==> config.mk <==
export PLATFORM = sky130hd
export DESIGN_NAME = job_controller
export DESIGN_NICKNAME = d
export VERILOG_FILES = /design/src/rtl/job_controller_pkg.sv /design/src/rtl/job_controller_shift.sv /design/src/rtl/job_controller.sv
export SDC_FILE = /design/constraint.sdc
export NUM_CORES = 1
export LEC_CHECK = 0
export ABC_AREA = 1
export CORE_AREA = 5 5 119 121
export CTS_CLUSTER_DIAMETER = 150
export DETAILED_ROUTE_END_ITERATION = 10
export DIE_AREA = 0 0 124 126
export GPL_TIMING_DRIVEN = 0
export PLACE_DENSITY = 0.84
export SKIP_LAST_GASP = 1
export SYNTH_ARGS = -nofsm -noshare
export SYNTH_HDL_FRONTEND = slang
export SYNTH_SLANG_ARGS = --single-unit
==> constraint.sdc <==
create_clock -name clock -period 3.9 [get_ports clock]
set_input_delay 0.585 -clock clock [delete_from_list [all_inputs] [get_ports clock]]
set_output_delay 0.585 -clock clock [all_outputs]
set_load 0.05 [all_outputs]
==> src/rtl/job_controller_pkg.sv <==
// rtl/job_controller_pkg.sv - PSL job interface types, job commands and controller state encoding
package job_controller_pkg;

    typedef enum logic [7:0] {
        CMD_TIMEBASE = 8'h42,
        CMD_LLCMD    = 8'h45,
        CMD_RESET    = 8'h80,
        CMD_START    = 8'h90
    } JobCommand;

    typedef struct packed {
        logic        valid;
        logic [7:0]  command;
        logic [63:0] address;
    } JobInterfaceInput;

    typedef struct packed {
        logic        running;
        logic        done;
        logic        cack;
        logic [63:0] error;
        logic        yield;
    } JobInterfaceOutput;

    typedef enum logic [1:0] {
        IDLE,
        RESETTING,
        RUNNING,
        DONE
    } JobState;

    function automatic logic is_command(input JobInterfaceInput j, input JobCommand c);
        return j.valid && (j.command == c);
    endfunction

endpackage

==> src/rtl/job_controller_shift.sv <==
// rtl/job_controller_shift.sv - single-bit delay pipe with synchronous flush
module shift_register #(
    parameter int DEPTH = 2
) (
    input  logic i_clock,
    input  logic i_flush,
    input  logic i_data,
    output logic o_data
);

    logic [DEPTH-1:0] r_stages;

    always_ff @(posedge i_clock) begin
        if (i_flush) begin
            r_stages <= '0;
        end else begin
            r_stages[0] <= i_data;
            for (int i = 1; i < DEPTH; i++) begin
                r_stages[i] <= r_stages[i-1];
            end
        end
    end

    assign o_data = r_stages[DEPTH-1];

endmodule

==> src/rtl/job_controller.sv <==
// rtl/job_controller.sv - PSL job command decode, core reset sequencing and done/error reporting
module job_controller
    import job_controller_pkg::*;
#(
    parameter int RESET_CYCLES = 4,
    parameter int DONE_DELAY   = 2,
    parameter int ERR_WIDTH    = 64
) (
    input  logic                 clock,
    input  logic                 reset,
    input  JobInterfaceInput     job_in,
    output JobInterfaceOutput    job_out,
    output logic                 core_reset,
    output logic                 core_start,
    output logic [63:0]          wed,
    input  logic                 core_done,
    input  logic                 core_error_valid,
    input  logic [ERR_WIDTH-1:0] core_error
);

    localparam int CNT_W = (RESET_CYCLES > 1) ? $clog2(RESET_CYCLES) : 1;
    localparam logic [CNT_W-1:0] RESET_LOAD = CNT_W'(RESET_CYCLES - 1);

    JobState          r_state;
    logic [CNT_W-1:0] r_count;
    logic             r_running;
    logic             r_start;
    logic             r_done_event;
    logic [63:0]      r_wed;
    logic [63:0]      r_error;

    logic             w_cmd_reset;
    logic             w_cmd_start;
    logic             w_flush;
    logic             w_done;
    logic [63:0]      w_error_ext;

    assign w_cmd_reset = is_command(job_in, CMD_RESET);
    assign w_cmd_start = is_command(job_in, CMD_START);
    assign w_flush     = reset || w_cmd_reset;

    always_comb begin
        w_error_ext = '0;
        w_error_ext[ERR_WIDTH-1:0] = core_error;
    end

    always_ff @(posedge clock) begin
        if (reset) begin
            r_state      <= IDLE;
            r_count      <= '0;
            r_running    <= 1'b0;
            r_start      <= 1'b0;
            r_done_event <= 1'b0;
            r_wed        <= '0;
            r_error      <= '0;
        end else begin
            r_start      <= 1'b0;
            r_done_event <= 1'b0;
            // RESET preempts everything, including a done/error seen in the same cycle
            if (w_cmd_reset) begin
                r_state   <= RESETTING;
                r_count   <= RESET_LOAD;
                r_running <= 1'b0;
                r_wed     <= '0;
                r_error   <= '0;
            end else begin
                case (r_state)
                    IDLE: begin
                        if (w_cmd_start) begin
                            r_wed     <= job_in.address;
                            r_start   <= 1'b1;
                            r_running <= 1'b1;
                            r_state   <= RUNNING;
                        end
                    end
                    RESETTING: begin
                        if (r_count == '0) begin
                            r_done_event <= 1'b1;
                            r_state      <= IDLE;
                        end else begin
                            r_count <= r_count - 1'b1;
                        end
                    end
                    RUNNING: begin
                        // Error takes priority so a simultaneous done yields a single event
                        if (core_error_valid) begin
                            r_error      <= w_error_ext;
                            r_done_event <= 1'b1;
                            r_running    <= 1'b0;
                            r_state      <= IDLE;
                        end else if (core_done) begin
                            r_done_event <= 1'b1;
                            r_running    <= 1'b0;
                            r_state      <= DONE;
                        end
                    end
                    DONE: begin
                        r_state <= IDLE;
                    end
                    default: begin
                        r_state <= IDLE;
                    end
                endcase
            end
        end
    end

    shift_register #(
        .DEPTH(DONE_DELAY)
    ) u_done_pipe (
        .i_clock(clock),
        .i_flush(w_flush),
        .i_data (r_done_event),
        .o_data (w_done)
    );

    assign core_reset = reset || (r_state == RESETTING);
    assign core_start = r_start;
    assign wed        = r_wed;

    always_comb begin
        job_out         = '0;
        job_out.running = r_running;
        job_out.done    = w_done;
        job_out.cack    = 1'b0;
        job_out.error   = r_error;
        job_out.yield   = 1'b0;
    end

endmodule

==> impl_metrics.env <==
export IMPL_status="finished, final reports clean"
export IMPL_globalplace_congestion=0.8615
export IMPL_synth_xor_area_share=0.001608
export IMPL_die_width_um=124
export IMPL_fin_hold_ws_ns=0.4104
export IMPL_synth_commonest_cells="nand2_1 (143), dfxtp_1 (137), a21oi_1 (124), nand3_1 (67), nand4_1 (64)"
export IMPL_fmax_ghz=0.3673
export IMPL_crit_type="input port to primary output"
export IMPL_multi_input_area_um2=2175
export IMPL_synthMuxAreaShare=0
export IMPL_area_growth_pct=64.87
export IMPL_fin_skew_ns=0.006046
export IMPL_htree_levels=4
export IMPL_dp_hpwl_mm=13.83
export IMPL_endpoint_kind="primary output"
export IMPL_clk_latency_ns=0.42
export IMPL_synthSimpleGateAreaFrac=0.2525
export IMPL_switching_share=0.2426
export IMPL_cts_resized=0
export IMPL_routedWlPerCell_um=16.15
export IMPL_ios=275
export IMPL_drc=0
export IMPL_synth_area_leaders="dfxtp_1 (50%), a21oi_1 (11%), nand2_1 (9.9%)"
export IMPL_start_util=0.4195
export IMPL_vias=5703
export IMPL_synth_most_common_cell="nand2_1"
export IMPL_synth_distinct_cells=25
export IMPL_seq_area_um2=2743
export IMPL_async_reset_ff_frac=0
export IMPL_synthFlopType="dfxtp_1"
export IMPL_synth_fa_ha_area_frac=0.01149
export IMPL_crit_arrival_ns=2.14
export IMPL_antenna_found_initial=0
export IMPL_fin_crit_ns=2.723
export IMPL_cts_root_buf="clkbuf_16"
export IMPL_overflow=0
export IMPL_crit_path_start_kind="input port"
export IMPL_drive_above_1_share=0.09176
export IMPL_tightestPinTransition_ns=0.5566
export IMPL_worstPathMaxFanout=4
export IMPL_grt_max_degree=17
export IMPL_tritoncts="built"
export IMPL_setup_tns_ns=0
export IMPL_vdd_drop_max_v=0.0002810
export IMPL_fin_nets=1094
export IMPL_switchingPower_uw=857.2
export IMPL_yosysSeqAreaShare=0.5037
export IMPL_synth_area_per_cell_um2=8.301
export IMPL_grt_pass1_wl_mm=28.57
export IMPL_die_h_um=126
export IMPL_port_buffers=272
export IMPL_synth_edff_count=0
export IMPL_nFillCells=1052
export IMPL_track_usage=0.2319
export IMPL_combPwrFrac=0.140
export IMPL_intPower_uw=2676
export IMPL_drtPass1Iterations=5
export IMPL_clock_sinks=137
export IMPL_hp_class="flop to flop"
export IMPL_synth_top_cell_by_area="dfxtp_1"
export IMPL_leakage_uw=0.003107
export IMPL_via_per_inst=5.025
export IMPL_fin_util=0.6916
export IMPL_synth_cells=656
export IMPL_setup_viol=0
export IMPL_cts_buffers_inserted=17
export IMPL_fin_cells=1135
export IMPL_layout_worst_path_cycle_share=0.6981
export IMPL_rsz0062_at_grt="false"
export IMPL_ctsHoldBuffers=0
export IMPL_rows=42
export IMPL_clk_pin_slew_ns=0.05
export IMPL_fp_dieArea_um2=15620
export IMPL_seqPwrFrac=0.408
export IMPL_dp_cells=1105
export IMPL_yosysWarnings=0
export IMPL_ys_ff_latch=137
export IMPL_synth_top_family_by_area="simple AND/OR/NAND/NOR gates"
export IMPL_synth_top_area_frac=0.5037
export IMPL_cellPowerDensity_nw_per_um2=393.6
export IMPL_clockPowerShare=0.452
export IMPL_diodes=0
export IMPL_drtAntennaViolNets=0
export IMPL_drv_slew=0
export IMPL_first_iter_violations=279
export IMPL_post_cts_setup_buffers=0
export IMPL_crit_required_ns=3.31
export IMPL_wirelength_mm=18.34
export IMPL_hold_viol_final=0
export IMPL_core_area_um2=12980
export IMPL_relSlewSlack=0.6278
export IMPL_drv_cap=0
export IMPL_syn_area_um2=5445
export IMPL_cts_max_path_buffers=2
export IMPL_synth_compound_area_frac=0.1324
export IMPL_first_global_vias=5639
## power by group through the flow
stage	clock network (µW)	logic [µW]	registers, µW
detailed placement	0	491	1470
global placement	0	486	1470
floorplan	0	158	1560
global route	1690	527	1440
CTS	1620	494	1440
finish	1600	493	1440
## cell usage in the layout (no fill, tap or decap), drive strengths merged
| master | count |
|---|---|
| ha | 5 |
| inv | 17 |
| xor2 | 1 |
| clkbuf | 42 |
| clkinvlp | 1 |
| a21oi | 134 |
| o21bai | 1 |
| clkinv | 4 |
| o21ai | 1 |
| buf | 47 |
| nand4 | 64 |
| nor2 | 12 |
| clkdlybuf4s50 | 272 |
| bufinv | 3 |
| and2 | 2 |
| nor3b | 1 |
| nand2 | 145 |
| conb | 2 |
| dfxtp | 137 |
| nand3 | 68 |
## worst max-delay path, cell delays in order
cell             delay [ns]
clkdlybuf4s50_1        0.54
inv_1                  0.10
nand2_1                0.08
clkdlybuf4s50_1        0.83
## kinds of logic after synthesis
| group | count (synthesis) |
|---|---|
| AOI/OAI and AO/OA | 136 |
| xor gates and xnor gates | 1 |
| adders and majority gates | 5 |
| buffers and inverters | 84 |
| DFF | 137 |
| other | 1 |
| and+or+nand+nor | 292 |
## per-stage QoR
stage / total power [µW] / area [µm²] / worst slack, ns
CTS: 3556 / 8977 / 1.162
global route: 3662 / 8977 / 1.110
global placement: 1955 / 8392 / 1.169
detailed placement: 1961 / 8392 / 1.165
floorplan: 1716 / 5449 / 2.337
finish: 3533 / 8977 / 1.177
## final timing paths
check        slack (ns)                      end    startpoint  cells past startpoint
min reg2reg        0.41  u_done_pipe.r_stages[0]  r_done_event                      2
max                1.18               core_reset         reset                      4
max reg2reg        2.11              r_error[49]    r_state[0]                      6
min                0.41  u_done_pipe.r_stages[0]  r_done_event                      2
## state kept, by name (all words and copies together) (netlist names)
register              count
core_start                1
r_count                   2
r_done_event              1
r_error                  64
r_running                 1
r_state                   2
u_done_pipe.r_stages      2
wed                      64
## layout make-up
type | instances | share of cell area
Clock inverter | 8 | 0.01352
Sequential cell | 137 | 0.3055
Inverter | 17 | 0.007108
Tap cell | 176 | 0.02453
Multi-Input combinational cell | 436 | 0.2422
Buffer | 67 | 0.05213
Clock buffer | 22 | 0.05171
Timing Repair Buffer | 272 | 0.3033
## layer usage
metal,share of wire,routed length [µm],track usage,vias up
met5,0,0,0,-
met4,0.034,621,0.1102,0
met3,0.081,1483,0.07578,48
met2,0.49,8998,0.3812,195
met1,0.39,7231,0.2709,2630
li1,-,-,-,2830
(Power assumes the default switching activity.)
